[src/rtl/rv32i_pkg.sv]
// Shared RV32I pipeline constants: datapath width, forward-select codes and
// memtoreg encodings, plus small decode helpers for the forward codes.
package rv32i_pkg;

  localparam int XLEN = 32;

  localparam logic [2:0] FWD_NONE   = 3'b000;
  localparam logic [2:0] FWD_EX_ALU = 3'b001;
  localparam logic [2:0] FWD_EX_PC4 = 3'b010;
  localparam logic [2:0] FWD_WB_ALU = 3'b011;
  localparam logic [2:0] FWD_WB_MEM = 3'b100;
  localparam logic [2:0] FWD_WB_PC4 = 3'b101;

  localparam logic [1:0] M2R_ALU = 2'b00;
  localparam logic [1:0] M2R_MEM = 2'b01;
  localparam logic [1:0] M2R_PC4 = 2'b10;

  function automatic logic is_ex_fwd(input logic [2:0] sel);
    return (sel == FWD_EX_ALU) || (sel == FWD_EX_PC4);
  endfunction

  function automatic logic is_wb_fwd(input logic [2:0] sel);
    return (sel == FWD_WB_ALU) || (sel == FWD_WB_MEM) || (sel == FWD_WB_PC4);
  endfunction

endpackage

[src/rtl/fwd_operand_mux.sv]
// One ALU operand select: base value or one of five later-stage producers.
// Codes 110/111 fall back to the base value and raise the illegal flag.
module fwd_operand_mux
  import rv32i_pkg::*;
(
  input  logic [2:0]      sel,
  input  logic [XLEN-1:0] base_val,
  input  logic [XLEN-1:0] ex_alu,
  input  logic [XLEN-1:0] ex_pc4,
  input  logic [XLEN-1:0] wb_alu,
  input  logic [XLEN-1:0] wb_mem,
  input  logic [XLEN-1:0] wb_pc4,
  output logic [XLEN-1:0] operand,
  output logic            illegal
);

  always_comb begin
    operand = base_val;
    illegal = 1'b0;
    case (sel)
      FWD_NONE:   operand = base_val;
      FWD_EX_ALU: operand = ex_alu;
      FWD_EX_PC4: operand = ex_pc4;
      FWD_WB_ALU: operand = wb_alu;
      FWD_WB_MEM: operand = wb_mem;
      FWD_WB_PC4: operand = wb_pc4;
      default:    illegal = 1'b1;
    endcase
  end

endmodule

[src/rtl/ex_operand_fwd_stage.sv]
// EX-stage operand forwarding and EX/MEM pipeline register with stall/flush.
// Define FWD_STATS_EN to add saturating forward-usage counters.
module ex_operand_fwd_stage
  import rv32i_pkg::*;
(
  input  logic            clk,
  input  logic            reset,
  input  logic            stall,
  input  logic            flush,
  input  logic [2:0]      fwd_sel_0,
  input  logic [2:0]      fwd_sel_1,
  input  logic [XLEN-1:0] rs1_data_ID_EXE,
  input  logic [XLEN-1:0] rs2_data_ID_EXE,
  input  logic [XLEN-1:0] alu_result_EX_MEM_in,
  input  logic [XLEN-1:0] pc_plus4_ID_EXE,
  input  logic [4:0]      rd_ID_EXE,
  input  logic            reg_write_ID_EXE,
  input  logic            mem_write_ID_EXE,
  input  logic            mem_read_ID_EXE,
  input  logic [1:0]      memtoreg_ID_EXE,
  input  logic            valid_ID_EXE,
  input  logic [XLEN-1:0] mem_data_MEM_WB,
  input  logic [XLEN-1:0] alu_result_MEM_WB,
  input  logic [XLEN-1:0] pc_plus4_MEM_WB,
  output logic [XLEN-1:0] operand_0,
  output logic [XLEN-1:0] operand_1,
  output logic [XLEN-1:0] alu_result_EX_MEM,
  output logic [XLEN-1:0] store_data_EX_MEM,
  output logic [XLEN-1:0] pc_plus4_EX_MEM,
  output logic [4:0]      rd_EX_MEM,
  output logic            reg_write_EX_MEM,
  output logic            mem_write_EX_MEM,
  output logic            mem_read_EX_MEM,
  output logic            valid_EX_MEM,
  output logic [1:0]      memtoreg_EX_MEM,
`ifdef FWD_STATS_EN
  output logic [31:0]     fwd_ex_count,
  output logic [31:0]     fwd_wb_count,
`endif
  output logic            illegal_fwd
);

  logic [XLEN-1:0] alu_result_q, alu_result_d;
  logic [XLEN-1:0] store_data_q, store_data_d;
  logic [XLEN-1:0] pc_plus4_q, pc_plus4_d;
  logic [4:0]      rd_q, rd_d;
  logic            reg_write_q, reg_write_d;
  logic            mem_write_q, mem_write_d;
  logic            mem_read_q, mem_read_d;
  logic            valid_q, valid_d;
  logic [1:0]      memtoreg_q, memtoreg_d;
  logic            illegal_0, illegal_1;

  // Codes 001/010 loop back from this block's own registered outputs.
  fwd_operand_mux u_mux_0 (
    .sel      (fwd_sel_0),
    .base_val (rs1_data_ID_EXE),
    .ex_alu   (alu_result_q),
    .ex_pc4   (pc_plus4_q),
    .wb_alu   (alu_result_MEM_WB),
    .wb_mem   (mem_data_MEM_WB),
    .wb_pc4   (pc_plus4_MEM_WB),
    .operand  (operand_0),
    .illegal  (illegal_0)
  );

  fwd_operand_mux u_mux_1 (
    .sel      (fwd_sel_1),
    .base_val (rs2_data_ID_EXE),
    .ex_alu   (alu_result_q),
    .ex_pc4   (pc_plus4_q),
    .wb_alu   (alu_result_MEM_WB),
    .wb_mem   (mem_data_MEM_WB),
    .wb_pc4   (pc_plus4_MEM_WB),
    .operand  (operand_1),
    .illegal  (illegal_1)
  );

  assign illegal_fwd = illegal_0 | illegal_1;

  // Flush only kills the control bits; data fields are don't-care in a bubble.
  always_comb begin
    alu_result_d = alu_result_q;
    store_data_d = store_data_q;
    pc_plus4_d   = pc_plus4_q;
    rd_d         = rd_q;
    reg_write_d  = reg_write_q;
    mem_write_d  = mem_write_q;
    mem_read_d   = mem_read_q;
    valid_d      = valid_q;
    memtoreg_d   = memtoreg_q;
    if (flush) begin
      reg_write_d = 1'b0;
      mem_write_d = 1'b0;
      mem_read_d  = 1'b0;
      valid_d     = 1'b0;
    end else if (!stall) begin
      alu_result_d = alu_result_EX_MEM_in;
      store_data_d = operand_1;
      pc_plus4_d   = pc_plus4_ID_EXE;
      rd_d         = rd_ID_EXE;
      reg_write_d  = reg_write_ID_EXE & valid_ID_EXE;
      mem_write_d  = mem_write_ID_EXE & valid_ID_EXE;
      mem_read_d   = mem_read_ID_EXE & valid_ID_EXE;
      valid_d      = valid_ID_EXE;
      memtoreg_d   = memtoreg_ID_EXE;
    end
  end

  always_ff @(posedge clk or posedge reset) begin
    if (reset) begin
      alu_result_q <= '0;
      store_data_q <= '0;
      pc_plus4_q   <= '0;
      rd_q         <= '0;
      reg_write_q  <= 1'b0;
      mem_write_q  <= 1'b0;
      mem_read_q   <= 1'b0;
      valid_q      <= 1'b0;
      memtoreg_q   <= M2R_ALU;
    end else begin
      alu_result_q <= alu_result_d;
      store_data_q <= store_data_d;
      pc_plus4_q   <= pc_plus4_d;
      rd_q         <= rd_d;
      reg_write_q  <= reg_write_d;
      mem_write_q  <= mem_write_d;
      mem_read_q   <= mem_read_d;
      valid_q      <= valid_d;
      memtoreg_q   <= memtoreg_d;
    end
  end

  assign alu_result_EX_MEM = alu_result_q;
  assign store_data_EX_MEM = store_data_q;
  assign pc_plus4_EX_MEM   = pc_plus4_q;
  assign rd_EX_MEM         = rd_q;
  assign reg_write_EX_MEM  = reg_write_q;
  assign mem_write_EX_MEM  = mem_write_q;
  assign mem_read_EX_MEM   = mem_read_q;
  assign valid_EX_MEM      = valid_q;
  assign memtoreg_EX_MEM   = memtoreg_q;

`ifdef FWD_STATS_EN
  logic        stat_load;
  logic [1:0]  ex_inc, wb_inc;
  logic [32:0] ex_sum, wb_sum;
  logic [31:0] fwd_ex_count_q, fwd_ex_count_d;
  logic [31:0] fwd_wb_count_q, fwd_wb_count_d;

  assign stat_load = !stall && !flush && valid_ID_EXE;
  assign ex_inc = {1'b0, is_ex_fwd(fwd_sel_0)} + {1'b0, is_ex_fwd(fwd_sel_1)};
  assign wb_inc = {1'b0, is_wb_fwd(fwd_sel_0)} + {1'b0, is_wb_fwd(fwd_sel_1)};

  // Carry out of the 33-bit sum means the counter would wrap: pin to all-ones.
  always_comb begin
    ex_sum         = {1'b0, fwd_ex_count_q} + {31'b0, ex_inc};
    wb_sum         = {1'b0, fwd_wb_count_q} + {31'b0, wb_inc};
    fwd_ex_count_d = fwd_ex_count_q;
    fwd_wb_count_d = fwd_wb_count_q;
    if (stat_load) begin
      fwd_ex_count_d = ex_sum[32] ? 32'hFFFF_FFFF : ex_sum[31:0];
      fwd_wb_count_d = wb_sum[32] ? 32'hFFFF_FFFF : wb_sum[31:0];
    end
  end

  always_ff @(posedge clk or posedge reset) begin
    if (reset) begin
      fwd_ex_count_q <= '0;
      fwd_wb_count_q <= '0;
    end else begin
      fwd_ex_count_q <= fwd_ex_count_d;
      fwd_wb_count_q <= fwd_wb_count_d;
    end
  end

  assign fwd_ex_count = fwd_ex_count_q;
  assign fwd_wb_count = fwd_wb_count_q;
`endif

endmodule
[config.mk]
export PLATFORM = sky130hd
export DESIGN_NAME = ex_operand_fwd_stage
export DESIGN_NICKNAME = d
export VERILOG_FILES = /design/src/rtl/rv32i_pkg.sv /design/src/rtl/fwd_operand_mux.sv /design/src/rtl/ex_operand_fwd_stage.sv
export SDC_FILE = /design/constraint.sdc
export NUM_CORES = 1
export LEC_CHECK = 0
export CAP_MARGIN = 40
export CORE_AREA = 2 2 161 163
export CTS_BUF_LIST = sky130_fd_sc_hd__clkbuf_2
export CTS_CLUSTER_DIAMETER = 120
export DETAILED_ROUTE_END_ITERATION = 10
export DIE_AREA = 0 0 163 165
export PLACE_DENSITY = 0.71
export SLEW_MARGIN = 20
export SYNTH_ARGS = -nofsm -noshare
export SYNTH_HDL_FRONTEND = slang
export SYNTH_SLANG_ARGS = --single-unit
[constraint.sdc]
create_clock -name clk -period 4.2 [get_ports clk]
set_input_delay 0.84 -clock clk [delete_from_list [all_inputs] [get_ports clk]]
set_output_delay 0.84 -clock clk [all_outputs]
set_load 0.05 [all_outputs]
==> impl_metrics.yaml, run 1 <==
status:
  run_status: "finished clean"
timing:
  fin_tns_setup_ns: 0
  rsz0062_at_grt: "false"
  fmax_mhz: 273
  drv_slew: 0
  holdWs_ns: 0.532
  slew_headroom_pct: 49.6
  fin_crit_sh_pct: 87.1
  setup_violations: 0
  tightest_slew_ns: 0.756
  layout_min_cycle_time_ns: 3.66
  fin_skew_ns: 0.0360
  hold_viol_final: 0
setup_path:
  reg2regPathDepth: 4
  critPathCaptureType: "output port"
  rr_endpoint: "store_data_EX_MEM[23]$_DFFE_PP0P_"
  cp.required_ns: 3.36
  critPathArrivalTime_ns: 2.82
  critical_path_class: "input port to output port"
  rrSetupSlack_ns: 2.40
  r2r-start: "pc_plus4_EX_MEM[23]$_DFFE_PP0P_"
  crit_path_start_kind: "input port"
  critPathMaxFanout: 17
clock_network:
  holdBufCountCts: 0
  worstSkewPairLatency_ns: 0.65
  clock_sinks: 107
  cts_buffer_depth: 2
  htreeDepth: 3
  post-cts-setup-buffers: 0
  cts-buffers-inserted: 9
  cts_tree: "built"
  clk_pin_slew_ns: 0.36
  cts_resized: 0
  cts-root-buf: "clkbuf_2"
die:
  initial_core_util_pct: 29.5
  die_area_um2: 26900
  rows: 58
  ios: 417
  die_w_um: 163
  core_um2: 25000
  die_y_um: 165
logic_synthesis:
  seq_area_frac_synth_pct: 36.2
  synth_top_family_by_area: "compound AO/OA/AOI/OAI gates"
  synthXorXnorAreaFrac_pct: 0
  synth.yosys.warnings: 0
  syn-cell-area_um2: 7390
  synth_simple_gate_area_share_pct: 11.2
  synth-seq-cells: 107
  synthAdderAreaFrac_pct: 0
  synth_cell_types: 41
  synth.avg_cell_area_um2: 9.83
  synth-compound-area-share_pct: 27.7
  synth_cells: 752
  syn_nets: 997
  ys.flop_type: "dfrtp_1"
  synth_edf_count: 0
  yosys-mux-area-fraction_pct: 20.0
  async_flop_share_pct: 100
power_and_ir_drop:
  p_per_area_nw_per_um2: 357
  p_leak_nw: 4.91
  peakVddDrop_mv: 0.235
grt:
  grt.total_usage_pct: 27.2
  antenna_found_initial: 4
  grt_overflow: 0
  grt_max_degree: 69
  grt_pass1_wl_um: 54300
  grt_pass1_vias: 8486
flow_run:
  drv_cap: 0
routing:
  remaining_drc_errors: 0
  routed-wl-met3_um: 3180
  route.vias.total: 8328
  ant_nets: 0
  first_pass_iters: 7
  avgRoutedWirePerCell_um: 25.5
  initialDrtViolationCount: 727
  met1Wirelength_um: 15000
  top_layer: "met4"
  wl_met2_um: 18100
  detail_route.vias_per_cell: 5.65
  routed_wl_um: 37600
place:
  io_buffers: 416
  gp_congestion: 0.833
  placed_area_um2: 12400
  dp.cells: 1455
  hpwl_um: 28300
final_layout:
  drive_gt1_share_pct: 22.3
  layout.cells.most_common_list: "345 x clkdlybuf4s50_1, 117 x mux2_2, 107 x dfrtp_1, 55 x buf_4, 48 x buf_12"
  final_common_cell: "clkdlybuf4s50_1"
  areaGrowthSynthToFinish_pct: 69.3
  finish.instance_area_um2: 12500
  nets: 1381
  final_cells: 1474
hold_path:
  hp-class: "input port to asynchronous set/reset pin"
## final cells by class
type                            count  area (µm²)
Fill cell                        2321       12500
Timing Repair Buffer              452        4850
Multi-Input combinational cell    560        4420
Sequential cell                   107        2680
Tap cell                          330         413
Clock inverter                      6        73.8
Clock buffer                        9        45.0
Inverter                            6        25.0
Antenna cell                        4        10.0
## critical path: stages
cell	delay [ns]
buf_2	0.24
nor2_2	0.60
nand2_1	0.53
nor2_1	0.21
a2111oi_1	0.07
buf_4	0.17
buf_12	0.14
## cell families after synthesis
family	count (synthesis)
AO/OA/AOI/OAI	272
buffers and inverters	85
flip-flops	107
AND/OR/NAND/NOR	155
multiplexers	133
## stage by stage
| stage | util (%) | setup WS, ns | power, mW |
|---|---|---|---|
| 6_report | 50.0 | 0.543 | 4.47 |
| 3_3_place_gp | 49.5 | 0.605 | 3.92 |
| 5_1_grt | 50.0 | 0.455 | 4.65 |
| 4_1_cts | 49.9 | 0.544 | 4.51 |
| 3_5_place_dp | 49.5 | 0.548 | 3.94 |
| 2_1_floorplan | - | 0.0483 | 2.79 |
## where the power goes
| group | total (mW) | internal [mW] | switching [mW] | leakage, nW |
|---|---|---|---|---|
| Clock | 0.546 | 0.142 | 0.404 | 0.0665 |
| Sequential | 1.37 | 1.20 | 0.174 | 1.27 |
| Combinational | 2.55 | 1.06 | 1.48 | 3.58 |
| Total | 4.47 | 2.40 | 2.06 | 4.91 |
## sequential cells by signal, indices dropped and copies added (netlist names)
register           flops
alu_result_EX_MEM     32
mem_read_EX_MEM        1
mem_write_EX_MEM       1
memtoreg_EX_MEM        2
pc_plus4_EX_MEM       32
rd_EX_MEM              5
reg_write_EX_MEM       1
store_data_EX_MEM     32
valid_EX_MEM           1
## per-layer routing
layer | vias up | GRT usage, %
met5 | - | 0
met4 | 0 | 11.6
li1 | 3687 | -
met1 | 4075 | 33.4
met3 | 77 | 6.63
met2 | 489 | 45.7
## cells in the mapped netlist (4+ instances only)
cell type | instances | area share [%]
buf_2 | 31 | 2.1
mux2_2 | 117 | 18
mux2i_1 | 16 | 2.2
a22o_1 | 5 | 0.59
o21a_1 | 9 | 0.91
inv_1 | 5 | 0.25
o32ai_1 | 6 | 0.71
a31oi_1 | 9 | 0.76
a211oi_1 | 12 | 1.2
nor2b_1 | 26 | 2.2
buf_1 | 4 | 0.20
a21oi_1 | 29 | 2.0
o22a_1 | 15 | 1.8
o21ai_0 | 38 | 2.6
nor4bb_1 | 4 | 0.54
a222oi_1 | 20 | 2.7
nand2b_1 | 35 | 3.0
a221oi_1 | 8 | 0.95
nand2_1 | 30 | 1.5
o32a_1 | 6 | 0.81
nor3_1 | 9 | 0.61
nor2_1 | 36 | 1.8
a22oi_1 | 23 | 2.3
nor3b_1 | 8 | 0.81
o211ai_1 | 9 | 0.91
a2bb2oi_1 | 32 | 3.8
clkbuf_1 | 43 | 2.2
dfrtp_1 | 107 | 36
a32oi_1 | 24 | 2.8
a21o_1 | 20 | 2.0
## worst max path at each step
stage	start	to	slack (ns)	depth (start not counted)
detailed placement	fwd_sel_0[1]	operand_0[28]	0.55	7
finish	fwd_sel_0[1]	operand_0[28]	0.54	7
CTS	fwd_sel_0[1]	operand_0[28]	0.54	7
global placement	fwd_sel_1[2]	operand_1[23]	0.60	6
floorplan	fwd_sel_0[0]	operand_0[28]	0.05	6
global route	fwd_sel_0[1]	operand_0[28]	0.46	7
Power figures use the tool's default switching activity.
==> run 2: changes to the inputs <==
--- a/config.mk
+++ b/config.mk
@@ -6,12 +6,12 @@
 export NUM_CORES = 1
 export LEC_CHECK = 0
 export CAP_MARGIN = 40
-export CORE_AREA = 2 2 161 163
-export CTS_BUF_LIST = sky130_fd_sc_hd__clkbuf_2
+export CORE_AREA = 2 2 163 165
+export CTS_BUF_LIST = sky130_fd_sc_hd__clkbuf_8 sky130_fd_sc_hd__clkbuf_16
 export CTS_CLUSTER_DIAMETER = 120
 export DETAILED_ROUTE_END_ITERATION = 10
-export DIE_AREA = 0 0 163 165
-export PLACE_DENSITY = 0.71
+export DIE_AREA = 0 0 165 167
+export PLACE_DENSITY = 0.7
 export SLEW_MARGIN = 20
 export SYNTH_ARGS = -nofsm -noshare
 export SYNTH_HDL_FRONTEND = slang
==> impl_metrics.yaml, run 2 (same netlist as run 1, synthesis figures left out) <==
status:
  run_status: "finished clean"
setup_path:
  critPathCapture: "operand_1[30]"
  rr_endpoint: "store_data_EX_MEM[23]$_DFFE_PP0P_"
  critPathMaxFanout: 19
  r2r-start: "pc_plus4_EX_MEM[23]$_DFFE_PP0P_"
  critical_path_class: "input port to output port"
  crit_start: "fwd_sel_1[0]"
  critPathArrivalTime_ns: 2.80
  critPathCaptureType: "output port"
  cp.required_ns: 3.36
  reg2regPathDepth: 4
  rrSetupSlack_ns: 2.38
  crit_path_start_kind: "input port"
routing:
  routed-wl-met3_um: 3510
  avgRoutedWirePerCell_um: 25.5
  route.vias.total: 8360
  top_layer: "met4"
  initialDrtViolationCount: 837
  met1Wirelength_um: 15000
  detail_route.vias_per_cell: 5.68
  routed_wl_um: 37600
  remaining_drc_errors: 0
  wl_met2_um: 18100
  first_pass_iters: 7
  ant_nets: 0
die:
  die_area_um2: 27600
  initial_core_util_pct: 28.7
  rows: 59
  die_w_um: 165
  core_um2: 25800
  die_y_um: 167
  ios: 417
clock_network:
  cts-buffers-inserted: 9
  htreeDepth: 3
  cts-root-buf: "clkbuf_16"
  clock_sinks: 107
  holdBufCountCts: 0
  cts_resized: 0
  cts_tree: "built"
  post-cts-setup-buffers: 0
  clk_pin_slew_ns: 0.08
  cts_buffer_depth: 2
  worstSkewPairLatency_ns: 0.36
timing:
  layout_min_cycle_time_ns: 3.64
  fin_crit_sh_pct: 86.6
  fin_tns_setup_ns: 0
  fin_ws_ns: 0.562
  hold_viol_final: 0
  fmax_mhz: 275
  setup_violations: 0
  tightest_slew_ns: 0.772
  drv_slew: 0
  slew_headroom_pct: 48.4
  rsz0062_at_grt: "false"
  fin_skew_ns: 0.0104
final_layout:
  areaGrowthSynthToFinish_pct: 72.5
  nets: 1376
  layout.cells.most_common_list: "345 x clkdlybuf4s50_1, 117 x mux2_2, 107 x dfrtp_1, 57 x buf_12, 41 x buf_4"
  final_common_cell: "clkdlybuf4s50_1"
  final_cells: 1472
  drive_gt1_share_pct: 22.0
place:
  dp_worst_setup_slack_ns: 0.625
  hpwl_um: 28400
  io_buffers: 416
  dp.cells: 1455
  gp_congestion: 0.873
grt:
  grt.total_usage_pct: 26.7
  antenna_found_initial: 1
  grt_max_degree: 60
  grt_pass1_vias: 8580
  grt_pass1_wl_um: 55100
  grt_overflow: 0
power_and_ir_drop:
  p_per_area_nw_per_um2: 379
  peakVddDrop_mv: 0.203
  p_leak_nw: 5.01
hold_path:
  hp-class: "flop to flop"
flow_run:
  drv_cap: 0
-- run 2: cell types whose count changed in the layout (fill, tap and decap cells not counted), sizes merged --
| cell | previous run | this run |
|---|---|---|
| clkinv | 3 | 4 |
| diode | 4 | 1 |
| bufinv | 1 | 0 |
| clkinvlp | 2 | 0 |
| buf | 107 | 102 |
| inv | 6 | 9 |
-- run 2: worst min path at each step --
| stage | start | endpoint | cells after the start |
|---|---|---|---|
| 2_1_floorplan | valid_EX_MEM$_DFFE_PP0P_ | valid_EX_MEM$_DFFE_PP0P_ | 2 |
| 3_3_place_gp | rd_EX_MEM[1]$_DFFE_PP0P_ | rd_EX_MEM[1]$_DFFE_PP0P_ | 1 |
| 3_5_place_dp | store_data_EX_MEM[9]$_DFFE_PP0P_ | store_data_EX_MEM[9]$_DFFE_PP0P_ | 1 |
| 4_1_cts | store_data_EX_MEM[9]$_DFFE_PP0P_ | store_data_EX_MEM[9]$_DFFE_PP0P_ | 1 |
| 5_1_grt | rd_EX_MEM[1]$_DFFE_PP0P_ | rd_EX_MEM[1]$_DFFE_PP0P_ | 1 |
| 6_report | store_data_EX_MEM[17]$_DFFE_PP0P_ | store_data_EX_MEM[17]$_DFFE_PP0P_ | 1 |
-- run 2: report_power, final --
group          internal [mW]  total, mW  switching, mW
clock                  0.417      0.877          0.461
sequential              1.20       1.39          0.191
combinational           1.08       2.57           1.48
-- run 2: routing by layer --
metal | vias to the layer above | GRT usage [%]
met2 | 524 | 44.5
met5 | - | 0
li1 | 3679 | -
met1 | 4097 | 34.2
met4 | 0 | 8.28
met3 | 60 | 6.00
-- run 2: metrics by stage --
stage / power, mW / util [%] / hold WS [ns] / area [µm²]
floorplan: 2.79 / - / 0.827 / 7390
CTS: 4.86 / 49.5 / 0.514 / 12700
global route: 5.02 / 49.5 / 0.531 / 12700
detailed placement: 3.97 / 48.4 / 0.496 / 12500
global placement: 3.95 / 48.4 / 0.488 / 12500
finish: 4.83 / 49.5 / 0.514 / 12700
-- run 2: layout make-up --
type                       count  area, µm²
antenna                        1       2.50
multi-input combinational    560       4420
timing repair buffer         447       4920
sequential                   107       2680
inverter                       6       25.0
tap                          335        419
clock buffer                   9        225
fill                        2340      13000
clock inverter                 7       58.8
-- run 2: critical path: stages --
cell	delay [ns]
buf_2	0.31
and2_2	0.58
buf_4	0.31
a221oi_1	0.10
a2bb2oi_1	0.43
buf_12	0.20
==> run 3: changes to the inputs <==
--- a/config.mk
+++ b/config.mk
@@ -8,10 +8,8 @@
 export CAP_MARGIN = 40
 export CORE_AREA = 2 2 163 165
 export CTS_BUF_LIST = sky130_fd_sc_hd__clkbuf_8 sky130_fd_sc_hd__clkbuf_16
-export CTS_CLUSTER_DIAMETER = 120
 export DETAILED_ROUTE_END_ITERATION = 10
 export DIE_AREA = 0 0 165 167
-export PLACE_DENSITY = 0.7
 export SLEW_MARGIN = 20
 export SYNTH_ARGS = -nofsm -noshare
 export SYNTH_HDL_FRONTEND = slang
==> impl_metrics.yaml, run 3 (same netlist as run 1, synthesis figures left out) <==
grt:
  antenna_found_initial: 4
  grt_max_degree: 61
  grt_pass1_vias: 8445
  grt.total_usage_pct: 26.6
  grt_overflow: 0
  grt_pass1_wl_um: 54800
setup_path:
  crit_path_start_kind: "input port"
  cp.required_ns: 3.36
  critPathMaxFanout: 21
  reg2regPathDepth: 4
  critPathCaptureType: "output port"
  critical_path_class: "input port to output port"
  critPathArrivalTime_ns: 2.71
timing:
  tightest_slew_ns: 0.696
  fin_tns_setup_ns: 0
  hold_viol_final: 0
  fmax_mhz: 282
  slew_headroom_pct: 53.5
  fin_ws_ns: 0.652
  setup_violations: 0
  rsz0062_at_grt: "false"
  drv_slew: 0
  layout_min_cycle_time_ns: 3.55
  fin_crit_sh_pct: 84.5
  fin_skew_ns: 0.0155
place:
  dp.cells: 1458
  gp_congestion: 0.856
  hpwl_um: 28700
  io_buffers: 416
  dp_worst_setup_slack_ns: 0.636
power_and_ir_drop:
  p_leak_nw: 5.01
  p_per_area_nw_per_um2: 383
  peakVddDrop_mv: 0.198
clock_network:
  clock_sinks: 107
  cts_resized: 0
  cts_buffer_depth: 2
  clk_pin_slew_ns: 0.07
  cts_tree: "built"
  post-cts-setup-buffers: 0
  cts-root-buf: "clkbuf_16"
  cts-buffers-inserted: 9
  holdBufCountCts: 0
  htreeDepth: 3
  worstSkewPairLatency_ns: 0.37
die:
  die_area_um2: 27600
  initial_core_util_pct: 28.7
  rows: 59
  ios: 417
  core_um2: 25800
  die_w_um: 165
  die_y_um: 167
routing:
  remaining_drc_errors: 0
  met1Wirelength_um: 15100
  route.vias.total: 8249
  routed-wl-met3_um: 3370
  wl_met2_um: 18100
  detail_route.vias_per_cell: 5.58
  first_pass_iters: 5
  top_layer: "met5"
  ant_nets: 0
  initialDrtViolationCount: 644
  avgRoutedWirePerCell_um: 25.4
  routed_wl_um: 37400
final_layout:
  areaGrowthSynthToFinish_pct: 72.5
  final_cells: 1477
  final_common_cell: "clkdlybuf4s50_1"
  nets: 1379
  layout.cells.most_common_list: "345 x clkdlybuf4s50_1, 117 x mux2_2, 107 x dfrtp_1, 53 x buf_12, 48 x buf_4"
  drive_gt1_share_pct: 22.1
status:
  run_status: "finished clean"
hold_path:
  hp-class: "flop to flop"
  whs_path_depth: 1
flow_run:
  drv_cap: 0
## run 3: cell types whose count changed in the layout (fill, tap and decap cells not counted), sizes merged
cell / before / now
clkinvlp: 0 / 1
inv: 9 / 8
buf: 102 / 105
bufinv: 0 / 1
diode: 1 / 3
clkinv: 4 / 3
## run 3: layer usage
metal  up-vias  GRT usage (%)
met5         -              0
met4         2           8.36
met3        54           6.18
met1      4036           33.3
li1       3684              -
met2       473           45.1
## run 3: power by group
part | switching (mW) | total [mW] | internal [mW]
Clock | 0.460 | 0.935 | 0.475
Combinational | 1.49 | 2.56 | 1.08
Sequential | 0.182 | 1.38 | 1.20
## run 3: area by class of cell
| type | instances | area (µm²) |
|---|---|---|
| well taps | 335 | 419 |
| clock buffers | 9 | 225 |
| multi-input cells | 560 | 4420 |
| clock inverters | 7 | 82.6 |
| flip-flops and latches | 107 | 2680 |
| repair buffers | 450 | 4890 |
| diodes | 3 | 7.51 |
| fillers | 2381 | 13000 |
| inverters | 6 | 25.0 |
## run 3: final timing paths
check	slack, ns	startpoint	endpoint
hold / removal	0.51	store_data_EX_MEM[20]$_DFFE_PP0P_	store_data_EX_MEM[20]$_DFFE_PP0P_
hold reg to reg	0.51	store_data_EX_MEM[20]$_DFFE_PP0P_	store_data_EX_MEM[20]$_DFFE_PP0P_
max in group asynchronous	2.47	reset	store_data_EX_MEM[13]$_DFFE_PP0P_
setup / recovery	0.65	fwd_sel_0[1]	operand_0[0]
min in group asynchronous	0.91	reset	alu_result_EX_MEM[30]$_DFFE_PP0P_
setup reg to reg	2.41	pc_plus4_EX_MEM[23]$_DFFE_PP0P_	store_data_EX_MEM[23]$_DFFE_PP0P_
## run 3: worst max-delay path: stages
cell and delay [ns]:
buf_2 0.46, nor2b_2 0.53, buf_4 0.26, a22oi_1 0.11, nor2_1 0.15, o22a_1 0.18
buf_12 0.15
## run 3: metrics by stage
step / hold slack [ns] / utilization [%] / power (mW) / instance area, µm²
5_1_grt: 0.524 / 49.5 / 5.07 / 12700
6_report: 0.509 / 49.5 / 4.88 / 12700
3_5_place_dp: 0.494 / 48.3 / 3.96 / 12400
3_3_place_gp: 0.489 / 48.3 / 3.95 / 12400
4_1_cts: 0.513 / 49.5 / 4.91 / 12700
2_1_floorplan: 0.827 / - / 2.79 / 7390
